`src/rtl/cdb_arbiter.sv`:
```
// cdb_arbiter -- round-robin arbiter for the common data bus (CDB).
//
// Functional units raise req when a result is ready. Each cycle one request
// is granted. The search starts at rr_ptr and wraps modulo num_src. The
// winner's tag and data are registered onto the CDB one cycle later.
//
// Parameters
//   data_width  width of the broadcast result data
//   tag_width   width of the reservation-station / ROB tag
//   num_src     number of functional-unit result sources
//
// Ports
//   clk      clock; all state changes on the rising edge
//   reset    synchronous, active-high reset
//   flush    squashes arbitration in the current cycle
//   req      per-source result-ready request
//   tag_in   per-source destination tag
//   data_in  per-source result data
//   grant    one-hot (or zero) combinational grant back to the sources
//   CDB_out  registered broadcast, packed as {valid, tag, data}:
//              CDB_out[data_width+tag_width]                 valid
//              CDB_out[data_width+tag_width-1 : data_width]  tag
//              CDB_out[data_width-1 : 0]                     data
module cdb_arbiter #(
    parameter int data_width = 16,
    parameter int tag_width  = 3,
    parameter int num_src    = 4
) (
    input  logic                                  clk,
    input  logic                                  reset,
    input  logic                                  flush,
    input  logic [num_src-1:0]                    req,
    input  logic [num_src-1:0][tag_width-1:0]     tag_in,
    input  logic [num_src-1:0][data_width-1:0]    data_in,
    output logic [num_src-1:0]                    grant,
    output logic [data_width+tag_width:0]         CDB_out
);

    localparam int PTR_W = (num_src > 1) ? $clog2(num_src) : 1;

    // Advance a source index by one, wrapping from num_src-1 back to 0.
    function automatic logic [PTR_W-1:0] wrap_inc(input logic [PTR_W-1:0] i);
        if (i == PTR_W'(num_src - 1))
            return '0;
        else
            return i + 1'b1;
    endfunction

    logic [PTR_W-1:0]      rr_ptr;
    logic                  vld_p0;
    logic [PTR_W-1:0]      gidx_p0;
    logic                  vld_p1;
    logic [tag_width-1:0]  tag_p1;
    logic [data_width-1:0] data_p1;

    // Stage p0: combinational round-robin pick. The search starts at rr_ptr.
    // The search uses only registered state and the current inputs, so there
    // is no path from CDB_out back to grant.
    always_comb begin
        int               t;
        logic [PTR_W-1:0] idx;
        grant   = '0;
        vld_p0  = 1'b0;
        gidx_p0 = '0;
        t       = 0;
        idx     = '0;
        if (!reset && !flush) begin
            for (int k = 0; k < num_src; k++) begin
                t = int'(rr_ptr) + k;
                if (t >= num_src)
                    t = t - num_src;
                idx = PTR_W'(t);
                if (!vld_p0 && req[idx]) begin
                    vld_p0     = 1'b1;
                    gidx_p0    = idx;
                    grant[idx] = 1'b1;
                end
            end
        end
    end

    // Stage p1: register the winner onto the CDB. With no winner, valid
    // drops and tag/data keep their last broadcast values.
    always_ff @(posedge clk) begin
        if (reset) begin
            rr_ptr  <= '0;
            vld_p1  <= 1'b0;
            tag_p1  <= '0;
            data_p1 <= '0;
        end else begin
            vld_p1 <= vld_p0;
            if (vld_p0) begin
                tag_p1  <= tag_in[gidx_p0];
                data_p1 <= data_in[gidx_p0];
                rr_ptr  <= wrap_inc(gidx_p0);
            end
        end
    end

    assign CDB_out = {vld_p1, tag_p1, data_p1};

endmodule

```
`config.mk`:
```
export PLATFORM = sky130hd
export DESIGN_NAME = cdb_arbiter
export DESIGN_NICKNAME = d
export VERILOG_FILES = /design/src/rtl/cdb_arbiter.sv
export SDC_FILE = /design/constraint.sdc
export NUM_CORES = 1
export LEC_CHECK = 0
export ABC_CLOCK_PERIOD_IN_PS = 4900
export CAP_MARGIN = 10
export CORE_UTILIZATION = 30
export DETAILED_ROUTE_END_ITERATION = 8
export PLACE_DENSITY = 0.67
export SKIP_CTS_REPAIR_TIMING = 1
export SLEW_MARGIN = 20
export SYNTH_ARGS = -nofsm -noshare
export SYNTH_HDL_FRONTEND = slang
export SYNTH_SLANG_ARGS = --single-unit
```
`constraint.sdc`:
```
create_clock -name clk -period 4.9 [get_ports clk]
set_input_delay 0.49 -clock clk [delete_from_list [all_inputs] [get_ports clk]]
set_output_delay 0.49 -clock clk [all_outputs]
set_load 0.03 [all_outputs]
```
; ---- Word level (Yosys, flattened, before mapping)
; Cells that the tools add are included.
[word_totals]
word_cells = 92
reg_bits = 22
[classes]
order_cmp = 13
addsub = 8
n_eq_ne = 1
muxes = 50
n_reduce_logical = 13
bitwise_logic = 3
[op_table]
columns = cell, count
row1 = binary-select mux 16 bit (select 2 bit), 1
row2 = 2-to-1 mux 4 bit, 8
row3 = 2-to-1 mux 2 bit, 14
row4 = 2-to-1 mux 1 bit, 16
row5 = 2-to-1 mux 16 bit, 1
row6 = less-than comparator 2 x 3 -> 1 bit (second input constant), 5
row7 = OR 4 bit, 3
row8 = greater-or-equal comparator 3 bit (second input constant), 3
row9 = binary-select mux 1 bit (select 2 bit), 4
row10 = demux 1 bit (select 2 bit), 4
row11 = greater-or-equal comparator 2 x 1 -> 1 bit (second input constant), 4
row12 = logical AND 1 bit, 8
row13 = subtractor 2 x 1 -> 2 bit (second input constant), 4
row14 = adder 2 x 2 -> 3 bit (second input constant), 2
row15 = binary-select mux 3 bit (select 2 bit), 1
row16 = zero test 1 bit, 5
row17 = adder 2 x 1 -> 3 bit (second input constant), 1
row18 = greater-or-equal comparator 2 x 3 -> 1 bit (second input constant), 1
row19 = 2-to-1 mux 3 bit, 1
row20 = adder 2 x 1 -> 2 bit (second input constant), 1
row21 = == test 2 bit (second input constant), 1

; ---- Depth between registers and ports, before layout
[depth]
ltp_word = 21
ltp_mapped = 11
mapped_depth_nobuf = 8

; ---- Worst setup path before layout
; No wires, ideal clock.
[synth_timing]
kind = register to output
startpoint = register rr_ptr[0]
endpoint = output port grant[0]
arrival_ns = 2.490
stages_incl_launch_ff = 11
setup_slack_ns = 1.920
path_buffers = 2
cell_sequence = dfxtp_1 > buf_6 > inv_2 > ha_1 > clkbuf_1 > mux4_2 > nor2b_4 > a22oi_1 > nor2_1 > a221oi_1 > nor2_1
[synth_between]
elab_chain_len = 19
[synth_rtl]
columns = item, line
row1 = "start, declared", 49  ; logic [PTR_W-1:0] rr_ptr;
row2 = "start signal, assigned", 95  ; rr_ptr <= wrap_inc(gidx_p0);
row3 = branches (longest 17 deep; another with adder 2 x 1 -> 3 bit), --
row4 = 2-to-1 mux 4 bit (*), 73  ; if (!vld_p0 && req[idx]) begin
row5 = 2-to-1 mux 4 bit (*), 67  ; if (!reset && !flush) begin
row6 = "end, declared", 35  ; output logic [num_src-1:0] grant,
; Mark *: on every way between the ends. The select of a mux whose other input is x is not followed.

; ---- Worst setup path after layout
; Ends and elaborated chain as after synthesis.

==> flow_summary_export.csv <==
group,metric,value,unit
floorplanning,die_x,84.63,um
floorplanning,dieArea,0.007161,mm^2
yosys,seq_area_frac_synth,21.50,%
layout,fin_nets,407,
setup_path,critPathRequiredTime,4.41,ns
drt,wl_per_cell,14.71,um
sta,setup_viol,0,
sta,worstMarginPinSlew,1.033,ns
yosys,ys_top_cells_by_area,"a211oi_2, dfxtp_1, a21oi_1, and2_4, ha_1",
setup_path,end_kind,"primary output",
clock_tree,clkSinkCount,22,
clock_tree,cts_max_level,1,
sta,skew,0.002132,ns
yosys,synth_top_area_share,23.21,%
yosys,synth_top_area_cell,"a211oi_2",
setup_path,crit_type,"reg -> out",
yosys,syn_area,0.002048,mm^2
global_route,grt_util_all_layers,16.27,%
clock_tree,cts-root-buf,"clkbuf_8",
layout,fill_cells,634,
drt,vias,2033,
placement,gp_congestion,0.7529,
pwr,pwr-share-comb,58.0,%
setup_path,crit_chain,"inv_2, ha_1, mux4_2, nor2b_4, a22oi_1, nor2_1, a221oi_1, nor2_1, clkdlybuf4s50_1",
yosys,synth_fp_nets,316,
yosys,synth_async_sr_flop_share,0,%
layout,syn_to_final_growth,53.02,%
floorplanning,core-area,0.006459,mm^2
setup_path,r2r_slack,1.55,ns
pwr,vdd_drop_max,107.9,uV
layout,layout-drive-gt1-share,24.20,%
pwr,p_clk_share,13.8,%
layout,final_cell_mix,"clkdlybuf4s50_1, a21oi_1, a211oi_2",
layout,area.sequential,440.4,um^2
pwr,power-per-cell-area,264.6,mW/mm^2
setup_path,crit_path_max_incr_delay,0.72,ns
pwr,switchingPower,0.3398,mW
drt,drc,0,
layout,final_common_cell,"clkdlybuf4s50_1",
sta,slew_violations,0,
global_route,first_global_vias,2029,
sta,hold_violations,0,
pwr,seqPwrFrac,28.2,%
setup_path,path_buf_inv,2,
global_route,grt_pass1_wl,9432,um
pwr,total_power,0.8292,mW
yosys,synthFlopType,"dfxtp_1",
job,maxCapViolCount,0,
sta,post-route-period-util,80.70,%
clock_tree,clk_latency,0.26,ns
sta,slew_headroom,30.95,%
floorplanning,io_pins,107,
yosys,ys_ff_latch,22,
pwr,leakage,1.147,nW
yosys,synth.distinct_cells,38,
layout,multi_input_area,0.001465,mm^2
drt,drt_pass1_iterations,6,
clock_tree,path_clk_slew,0.08,ns
placement,port_buffers,106,
sta,period_needed,3.954,ns
pwr,internal-power,0.4894,mW
setup_path,crit_path_frequent_cell,"nor2_1",
sta,timing.setup.tns,0,ns
placement,dp_hpwl,4164,um
run_status,status,"finished, final reports clean",
pwr,switching_share,40.98,%
setup_path,critPathLaunchType,"flip-flop",
global_route,grt_overflow,0,
yosys,avgSynthCellArea,9.103,um^2
drt,ant_nets,0,
global_route,antenna_found_initial,0,
floorplanning,start_util,31.71,%
clock_tree,cts_buffers,3,
global_route,grt_max_degree,40,
clock_tree,clockBufferDepth,2,
setup_path,worstPathArrival,3.46,ns
worst_hold_path,worstHoldPathType,"reg -> reg",
drt,drt_iter0_drc,66,
yosys,netlist_instances,225,
setup_path,critPathSlowestCell,"dfxtp_1",
drt,drt-total-wl,5753,um
sta,max_freq,0.2529,GHz
sta,rsz0062_at_grt,"no",
layout,num_antenna_cells,0,
yosys,synth-edff-count,0,
drt,via_per_inst,5.199,
yosys,ys_warn_count,0,
floorplanning,rows,29,
setup_path,critPathMaxFanout,15,
layout,final_util,48.53,%
clock_tree,cts_tree,"done",
floorplanning,die_h,84.63,um
setup_path,cp_top_family,"buffers and inverters",
power by group through the flow:
| stage | sequential (mW) | clock (mW) | combinational, mW |
|---|---|---|---|
| 6_report | 0.234 | 0.114 | 0.481 |
| 5_1_grt | 0.239 | 0.127 | 0.518 |
| 4_1_cts | 0.234 | 0.121 | 0.483 |
| 3_5_place_dp | 0.238 | 0 | 0.481 |
| 3_3_place_gp | 0.237 | 0 | 0.478 |
| 2_1_floorplan | 0.280 | 0 | 0.281 |
layer usage:
layer  global-route usage, %  routed length (um)
met5                       0                   0
met4                   4.777                  64
met3                   4.031                 361
met2                   28.75                2804
met1                   19.47                2523
worst register-to-register path, stage by stage, from the launching register on:
cell and delay (ns):
dfxtp_1 0.72, inv_2 0.22, ha_1 0.49, or3_1 0.39, o2111ai_1 0.18, a2bb2oi_2 0.66, buf_4 0.37, a211oi_2 0.08
a211oi_2 0.16
cell usage after synthesis, types with 2 or more instances:
cell type   n
a211oi_2   38
a21oi_1    40
a221oi_1    4
a22oi_1     4
and2_4     19
buf_2       6
buf_4       2
buf_6       6
clkbuf_1    7
dfxtp_1    22
ha_1        8
inv_1       3
mux2i_1     2
mux4_2      3
nand2_1    20
nor2_1     16
o211ai_2    3
o21ai_0     2
state kept, by name, indices dropped and copies added, names as in the netlist:
| name | count |
|---|---|
| rr_ptr | 2 |
| vld_p1 | 1 |
| data_p1 | 16 |
| tag_p1 | 3 |
final cells by class:
cell class / count / share of cell area, %
Multi-Input combinational cell: 177 / 46.75
Tap cell: 77 / 3.074
Inverter: 4 / 0.4790
Timing Repair Buffer: 108 / 34.33
Clock buffer: 3 / 1.317
Sequential cell: 22 / 14.05
metrics by stage:
stage	hold WS, ns	cell area [um^2]	cells	setup slack, ns
global route	0.5958	3134	391	0.6337
finish	0.5609	3134	391	0.9455
global placement	0.5481	3085	388	1.367
detailed placement	0.5569	3085	388	1.252
CTS	0.5690	3127	391	0.9539
floorplan	0.5935	2048	225	1.920
worst paths after layout:
path              cells past startpoint        from          to
hold / removal                        2  data_p1[5]  data_p1[5]
hold reg to reg                       2  data_p1[5]  data_p1[5]
setup reg to reg                      8   rr_ptr[0]  data_p1[3]
setup / recovery                      9   rr_ptr[0]    grant[0]
cells by family (layout without fill, tap and decap cells):
group | count (synthesis) | after routing | synth area share (%)
compound gates | 99 | 99 | 42.33
xor+xnor | 1 | 1 | 0.4277
fa+ha+maj | 8 | 8 | 4.887
buf+inv | 26 | 115 | 8.246
flops | 22 | 22 | 21.50
mux | 5 | 5 | 4.276
simple gates | 64 | 64 | 18.33
(Power assumes the default switching activity.)
